<file path="src/rtl/write_aligner.sv">
// write_aligner: buffers byte-addressed writes and emits word-aligned RAM beats; ALIGN_STATS_EN adds split_cnt
module write_aligner #(
  parameter int DEPTH  = 4,
  parameter int ADDR_W = 32,
  parameter int STAT_W = 16
) (
  input  logic              clk,
  input  logic              rst,
  input  logic              req_valid,
  output logic              req_ready,
  input  logic [ADDR_W-1:0] req_addr,
  input  logic [31:0]       req_wdata,
  output logic              mem_wr_en,
  input  logic              mem_ready,
  output logic [ADDR_W-1:0] mem_addr,
  output logic [31:0]       mem_wdata,
  output logic [3:0]        mem_be,
  input  logic              mem_error,
  output logic              err_sticky,
  output logic              busy
`ifdef ALIGN_STATS_EN
  ,
  output logic [STAT_W-1:0] split_cnt
`endif
);
  localparam int PW = $clog2(DEPTH);
  typedef enum logic [1:0] {IDLE, BEAT0, BEAT1} state_t;
  state_t state_q, state_d;
  logic [ADDR_W-1:0] fa_q [DEPTH];
  logic [31:0] fd_q [DEPTH];
  logic [PW-1:0] wp_q, rp_q;
  logic [PW:0] cnt_q, cnt_d;
  logic rdy_q, wr_q, err_q, split_q, split_d;
  logic [ADDR_W-1:0] addr_q, addr_d, b1a_q, b1a_d, ha, hbase;
  logic [31:0] data_q, data_d, b1d_q, b1d_d, hw;
  logic [3:0] be_q, be_d, b1b_q, b1b_d;
  logic [1:0] ho;
  logic push, pop, hs, load1;
  assign req_ready  = rdy_q;
  assign mem_wr_en  = wr_q;
  assign mem_addr   = addr_q;
  assign mem_wdata  = data_q;
  assign mem_be     = be_q;
  assign err_sticky = err_q;
  assign busy       = (state_q != IDLE) || (cnt_q != '0);
  // beat sequencing: pop the FIFO head into beat0, keep its beat1 parked until beat0 is accepted
  always_comb begin
    ha      = fa_q[rp_q];
    hw      = fd_q[rp_q];
    ho      = ha[1:0];
    hbase   = {ha[ADDR_W-1:2], 2'b00};
    push    = req_valid && rdy_q;
    hs      = wr_q && mem_ready;
    pop     = (cnt_q != '0) && (state_q == IDLE || (hs && (state_q == BEAT1 || !split_q)));
    load1   = hs && state_q == BEAT0 && split_q;
    state_d = pop ? BEAT0 : load1 ? BEAT1 : hs ? IDLE : state_q;
    addr_d  = pop ? hbase : load1 ? b1a_q : hs ? '0 : addr_q;
    data_d  = pop ? hw << {ho, 3'b000} : load1 ? b1d_q : hs ? '0 : data_q;
    be_d    = pop ? 4'(4'b1111 << ho) : load1 ? b1b_q : hs ? '0 : be_q;
    split_d = pop ? ho != 2'd0 : split_q;
    b1a_d   = pop ? hbase + ADDR_W'(4) : b1a_q;
    b1d_d   = pop ? hw >> {3'd4 - {1'b0, ho}, 3'b000} : b1d_q;
    b1b_d   = pop ? 4'b1111 >> (3'd4 - {1'b0, ho}) : b1b_q;
    cnt_d   = cnt_q + (PW+1)'(push) - (PW+1)'(pop);
  end
  // control and beat registers; reset flushes the FIFO and drops any pending beat
  always_ff @(posedge clk) begin
    if (rst) begin
      state_q <= IDLE;
      wp_q    <= '0;
      rp_q    <= '0;
      cnt_q   <= '0;
      rdy_q   <= 1'b1;
      wr_q    <= 1'b0;
      err_q   <= 1'b0;
      split_q <= 1'b0;
      addr_q  <= '0;
      data_q  <= '0;
      be_q    <= '0;
      b1a_q   <= '0;
      b1d_q   <= '0;
      b1b_q   <= '0;
    end else begin
      state_q <= state_d;
      wp_q    <= push ? wp_q + 1'b1 : wp_q;
      rp_q    <= pop ? rp_q + 1'b1 : rp_q;
      cnt_q   <= cnt_d;
      rdy_q   <= cnt_d != (PW+1)'(DEPTH);
      wr_q    <= state_d != IDLE;
      err_q   <= err_q || (hs && mem_error);
      split_q <= split_d;
      addr_q  <= addr_d;
      data_q  <= data_d;
      be_q    <= be_d;
      b1a_q   <= b1a_d;
      b1d_q   <= b1d_d;
      b1b_q   <= b1b_d;
    end
  end
  // FIFO storage, written only on an accepted request
  always_ff @(posedge clk) begin
    if (push && !rst) begin
      fa_q[wp_q] <= req_addr;
      fd_q[wp_q] <= req_wdata;
    end
  end
`ifdef ALIGN_STATS_EN
  logic [STAT_W-1:0] sc_q;
  // count split requests when their first beat is accepted, saturating at all-ones
  always_ff @(posedge clk) begin
    if (rst) sc_q <= '0;
    else if (load1 && sc_q != '1) sc_q <= sc_q + 1'b1;
  end
  assign split_cnt = sc_q;
`endif
endmodule

</file>
<file path="config.mk">
export PLATFORM = sky130hd
export DESIGN_NAME = write_aligner
export DESIGN_NICKNAME = d
export VERILOG_FILES = /design/src/rtl/write_aligner.sv
export SDC_FILE = /design/constraint.sdc
export NUM_CORES = 1
export LEC_CHECK = 0
export ABC_AREA = 0
export CAP_MARGIN = 20
export CORE_AREA = 3 3 168 170
export CTS_CLUSTER_DIAMETER = 80
export CTS_CLUSTER_SIZE = 28
export DETAILED_ROUTE_END_ITERATION = 10
export DIE_AREA = 0 0 171 173
export PLACE_DENSITY = 0.82
export SLEW_MARGIN = 0
export SYNTH_ARGS = -nofsm -noshare
export SYNTH_HDL_FRONTEND = slang
export SYNTH_SLANG_ARGS = --single-unit
</file>
<file path="constraint.sdc">
create_clock -name clk -period 4.65 [get_ports clk]
set_input_delay 0.93 -clock clk [delete_from_list [all_inputs] [get_ports clk]]
set_output_delay 0.93 -clock clk [all_outputs]
set_load 0.01 [all_outputs]
</file>
==> impl_metrics.csv <==
group,metric,value,unit
pwr,power_frac_seq,44.6,%
cells_and_area,layout.nets,1265,
hold_path,holdCritPathClass,"reg2reg",
sta,min_period,3480,ps
pwr,power,10.9,mW
drt,wire_per_inst,23.4,µm
synth,yosysSeqAreaShare,66.0,%
sta,finalSetupViolations,0,
worst_setup_path,crit_path_start_kind,"primary input",
sta,fmax,288,MHz
synth,synth_cell_types,65,
pwr,p_sw_share,34.8,%
worst_setup_path,critical_path_arrival,3910,ps
clock_tree,cts_buffers,18,
pwr,leakagePower,5.95,nW
drt,dr.first_iter.drc_count,1375,
global_routing,grt_pass1_wl,56500,µm
synth,syn_inst,1079,
cells_and_area,area_delta_synth_final,14.2,%
sta,max_slew_margin,35.4,%
cells_and_area,instances_no_fill,1539,
global_routing,overflow,0,
placement,dp.cells,1506,
synth,synth-edff-count,256,
pwr,power.density,592,nW/µm²
job,maxCapViolations,0,
pwr,power_switching,3.78,mW
drt,route.vias.total,10099,
synth,postSynthAreaPerCell,14.9,µm²
hold_path,holdPathStages,2,
pwr,p_clk_share,17.0,%
global_routing,met3_usage,3.32,%
worst_setup_path,end_kind,"flop",
hold_path,min_to,"b1d_q[15]",
worst_setup_path,path_class,"in2reg",
worst_setup_path,crit_required,5080,ps
worst_setup_path,reg2reg_slack,1340,ps
die,io_pins,141,
drt,drc,0,
clock_tree,cts_resized,0,
clock_tree,cts.sinks,402,
clock_tree,clkLatencyLatePin,530,ps
synth,async_reset_ff_share,0,%
global_routing,grt_busiest_layer,"met2",
hold_path,worstHoldStart,"b1d_q[15]",
sta,rsz0062_at_grt,"false",
sta,drv_slew,0,
cells_and_area,final_core_util,68.3,%
pwr,p_int,7.08,mW
global_routing,antenna_found_initial,1,
synth,synth-seq-cells,402,
clock_tree,max-clock-path-buffers,3,
sta,fin_worst_skew,18.1,ps
synth,synth_warnings,0,
global_routing,gr-usage-met1,36.3,%
cells_and_area,final_area,18400,µm²
cells_and_area,final_common_cell,"edfxtp_1",
die,fp.dieArea,29600,µm²
placement,place.gp.congestion,0.872,
clock_tree,cts_tree,"done",
placement,port_buffers,138,
placement,place_ws,694,ps
global_routing,met2_usage,38.0,%
placement,dpl_cell_area,17800,µm²
drt,viasPerCell,6.56,
worst_setup_path,reg2reg_depth,6,
cells_and_area,fillCellCount,1815,
global_routing,grt_max_degree,95,
worst_setup_path,crit_fanout,22,
clock_tree,root_buffer,"clkbuf_16",
clock_tree,post-cts-setup-buffers,0,
global_routing,grt_pass1_vias,9926,
die,start_util,59.8,%
sta,worst_slack,1170,ps
sta,hold_ws,464,ps
drt,first_pass_iters,6,
clock_tree,cts.clk_slew.worst_paths,100,ps
drt,ant_nets,0,
cells_and_area,seqCellArea,10600,µm²
clock_tree,cts_hold_buf,0,
synth,syn-cell-area,16100,µm²
die,placementRows,60,
cells_and_area,layout_common_cells,"256 x edfxtp_1, 144 x dfxtp_1, 137 x clkdlybuf4s50_1",
sta,min_period_over_period,74.8,%
clock_tree,ctsHtreeMaxLevel,1,
placement,hpwl,23200,µm
cells_and_area,multiInputGateArea,5090,µm²
pwr,combinationalPowerShare,38.4,%
sta,hold_viol_final,0,
global_routing,track_usage,24.2,%
die,die_x,171,µm
sta,worst_pin_slew,961,ps
die,core,26900,µm²
sta,setup_tns,0,ps
pwr,ir_drop,0.000403,V
run_status,outcome,"finished, final reports clean",
worst_setup_path,rr_endpoint,"b1a_q[31]",
synth,ys.flop_type,"edfxtp_1",
die,dieHeight,173,µm
drt,routed_wl,36000,µm
cells_and_area,drive_gt1_share,12.4,%
final cells by class:
cell class / instances / area share, %
multi-input combinational: 589 / 27.8
timing repair buffer: 164 / 8.92
sequential: 402 / 57.8
clock inverter: 2 / 0.123
antenna: 1 / 0.0136
clock buffer: 30 / 2.82
tap: 341 / 2.32
inverter: 10 / 0.205
critical path, cell delays in order:
cell	delay (ps)
clkdlybuf4s50_1	560
nand2_1	340
a221o_2	720
buf_4	310
nor3_2	570
a221oi_1	190
a211oi_1	280
per-layer routing:
metal | part of all wire (%) | routed length [µm]
met1 | 43 | 15400
met2 | 47 | 16900
met3 | 8.0 | 2890
met4 | 2.2 | 781
met5 | 0 | 0
registers in the layout, indices dropped and copies added (netlist names), named ones only:
| signal | cells |
|---|---|
| wp_q | 2 |
| mem_addr | 30 |
| rp_q | 2 |
| fd_q | 128 |
| b1d_q | 32 |
| req_ready | 1 |
| err_sticky | 1 |
| cnt_q | 3 |
| state_q | 2 |
| mem_wr_en | 1 |
| mem_be | 4 |
| b1a_q | 30 |
| b1b_q | 4 |
| fa_q | 128 |
| mem_wdata | 32 |
cells in the mapped netlist, drive strengths merged, types with 12 or more instances:
library cell  number  share of area [%]
a22oi             33                1.5
and2              16               0.62
nor3              15               0.50
mux2              17                1.2
buf               29                1.1
a21oi             33                1.0
a222oi            48                3.0
clkbuf            50                1.2
a221oi            17               0.93
a311oi            12               0.65
xnor2             12               0.65
o21ai             13               0.40
a211oi            21               0.98
nand2             36               0.84
edfxtp           256                 48
nor2             131                3.1
mux4              72                 10
dfxtp            146                 18
worst max path at each step:
stage | startpoint | endpoint | slack, ps | depth (start not counted)
2_1_floorplan | rst | fa_q[0][0] | 1260 | 4
3_3_place_gp | mem_ready | req_ready | 830 | 11
3_5_place_dp | mem_ready | mem_wdata[23] | 690 | 7
4_1_cts | mem_ready | mem_wdata[23] | 1230 | 7
5_1_grt | mem_ready | mem_wdata[23] | 970 | 7
6_report | mem_ready | mem_wdata[23] | 1170 | 7
power groups by stage:
| stage | sequential, mW | combinational [mW] | clock [mW] |
|---|---|---|---|
| floorplan | 4.84 | 2.73 | 0 |
| global placement | 4.90 | 4.01 | 0 |
| detailed placement | 4.92 | 4.11 | 0 |
| CTS | 4.84 | 4.13 | 1.87 |
| global route | 4.91 | 4.51 | 2.01 |
| finish | 4.85 | 4.17 | 1.84 |
logic make-up (layout without fill, tap and decap cells):
| group | count (synthesis) | in the layout | share of synthesized area [%] |
|---|---|---|---|
| and+or+nand+nor | 272 | 272 | 8.44 |
| buffers and inverters | 89 | 206 | 2.52 |
| other | 1 | 3 | 0.0233 |
| AOI/OAI and AO/OA | 201 | 201 | 9.75 |
| muxes | 89 | 89 | 11.6 |
| adders and majority gates | 11 | 11 | 0.903 |
| xor gates and xnor gates | 14 | 14 | 0.763 |
| DFF | 402 | 402 | 66.0 |
(Power assumes the default switching activity.)
==> variant, RTL diff (same settings) <==
Build with the macro `ALIGN_STATS_EN` defined.
--- a/src/rtl/write_aligner.sv
+++ b/src/rtl/write_aligner.sv
@@ -1,3 +1,5 @@
 // write_aligner: buffers byte-addressed writes and emits word-aligned RAM beats; ALIGN_STATS_EN adds split_cnt
+`define ALIGN_STATS_EN
+
 module write_aligner #(
   parameter int DEPTH  = 4,
Check against the original RTL (old outputs only; new: split_cnt): equivalent (equiv_simple and equiv_induct, registers matched by name and starting in step).
==> variant against the original RTL <==
  * Final area is 5.9% higher
  * Sequential cell count is 16 higher
  * Utilization is 4.0 points higher
  * Die area stayed put
  * Via count is 11% higher
  * Non-clock buffer count is 10 higher
  * Total power is 1.5% higher
  * Area after synthesis is 6.0% higher
  * Wire length is 9.0% higher
  * Clock power is 2% higher
  * Worst setup slack better by 0.12 ns
  * Largest cell class unchanged
==> variant: results (changes against the original RTL) <==
run status = complete, no violations (unchanged)
slowest CP cell = nor3_1 (was a221o_2)
Yosys cell types = 68 (was 65)
worst hold start = b1d_q[7] (was b1d_q[15])
filler-free cell count of the finished design = 1703 (was 1539)
highest cell delay on the worst timing path = 0.76 ns (was 0.72 ns)
fill count = 1802 (was 1815)
WP data arrival = 3.80 ns (was 3.91 ns)
Initial DRC Count = 1546 (was 1375)
Port Buffers = 154 (was 138)
wire per inst = 23.1 um (was 23.4 um)
sequential area share after synthesis = 64.2% (was 66.0%)
placed cell area = 18900 um2 (was 17800 um2)
Hold Worst Slack = 0.467 ns (was 0.464 ns)
Clk power = 1.88 mW (was 1.84 mW)
WHS Endpoint = b1d_q[7] (was b1d_q[15])
static leakage = 6.31 nW (was 5.95 nW)
most frequent cells after synthesis = 256 x edfxtp_1, 162 x dfxtp_1, 108 x nor2_1 (was 256 x edfxtp_1, 146 x dfxtp_1, 131 x nor2_1)
synthesized instance count = 1239 (was 1079)
Psw = 3.94 mW (was 3.78 mW)
# resized after CTS = 0 (unchanged)
Max Fanout on Critical Path = 16 (was 22)
GR Util All Layers = 26.4% (was 24.2%)
pin count of the biggest net entering global routing = 89 (was 95)
global-route wire length before repair = 61300 um (was 56500 um)
H-tree depth = 1 (unchanged)
Final #Nets = 1431 (was 1265)
Slew @ Worst Pin = 1.07 ns (was 0.961 ns)
R2R cell count = 7 (was 6)
Max Clock Skew = 0.0217 ns (was 0.0181 ns)
post-DP HPWL = 25700 um (was 23200 um)
Hold Path Stages = 2 (unchanged)
share of layout cells above drive strength 1 = 9.10% (was 12.4%)
n_diodes = 0 (was 1)
WS Path Type = register to register (was primary input to register)
GPL Wtd Cong = 0.930 (was 0.872)
R2R Setup Slk = 1.29 ns (was 1.34 ns)
Reg-to-Reg End = b1d_q[9] (was b1a_q[31])
drt first pass iters = 5 (was 6)
Num CTS Buffers = 19 (was 18)
setup violators final = 0 (unchanged)
vias after detailed routing = 11200 (was 10100)
Synth area leaders = edfxtp_1 45%, dfxtp_1 19%, mux4_2 7.1% (was edfxtp_1 48%, dfxtp_1 18%, mux4_2 8.3%)
peak supply drop = 453 uV (was 403 uV)
==> variant: cell count changes after synthesis, sizes merged, moves of 16 or more <==
cell    before  now
dfxtp      146  162
a222oi      48    0
o21ai       13   32
nor3        15   36
a31oi        1   17
nor2       131  108
a221oi      17   50
xor2         2   18
==> variant: final cells by class <==
type | instances | area (um2) | share of cell area [%]
sequential | 418 | 10900 | 56.3
clock inverter | 5 | 40.0 | 0.206
clock buffer | 28 | 509 | 2.62
inverter | 22 | 82.6 | 0.425
tap | 341 | 427 | 2.20
timing repair buffer | 174 | 1760 | 9.08
multi-input combinational | 715 | 5670 | 29.2
==> variant: kinds of logic after synthesis <==
kind of cell               after synthesis  share of synthesized area (%)
DFF                                    418                           64.2
AOI/OAI and AO/OA                      275                           11.6
buffers and inverters                  107                           2.77
xor gates and xnor gates                31                           1.59
muxes                                   76                           9.45
adders and majority gates               12                          0.925
and+or+nand+nor                        319                           9.46
other                                    1                         0.0220
==> variant: layer usage <==
layer | part of all wire [%] | GRT usage, % | up-vias | wire length, um
met5 | 0.028 | 0 | - | 11
met2 | 46 | 40.1 | 540 | 17900
met3 | 9.1 | 4.48 | 58 | 3590
li1 | - | - | 5061 | -
met4 | 2.2 | 6.47 | 2 | 867
met1 | 43 | 40.5 | 5561 | 16900
==> variant: worst max-delay path: cells and delay by family, from the launching register on <==
kind | cells | cell delay, ns
buffers and inverters | 1 | 0.26
AO/OA/AOI/OAI | 1 | 0.20
adder cells (fa/ha/maj) | 1 | 0.49
flip-flops | 1 | 0.57
AND/OR/NAND/NOR | 3 | 1.07
multiplexers | 1 | 0.65
==> variant: stage by stage <==
step                      setup WS, ns  power, mW
after floorplan                   1.25       7.75
after global placement            1.09       9.03
after detailed placement         0.903       9.14
after CTS                         1.35       11.0
after global routing              1.07       11.6
final                             1.29       11.0
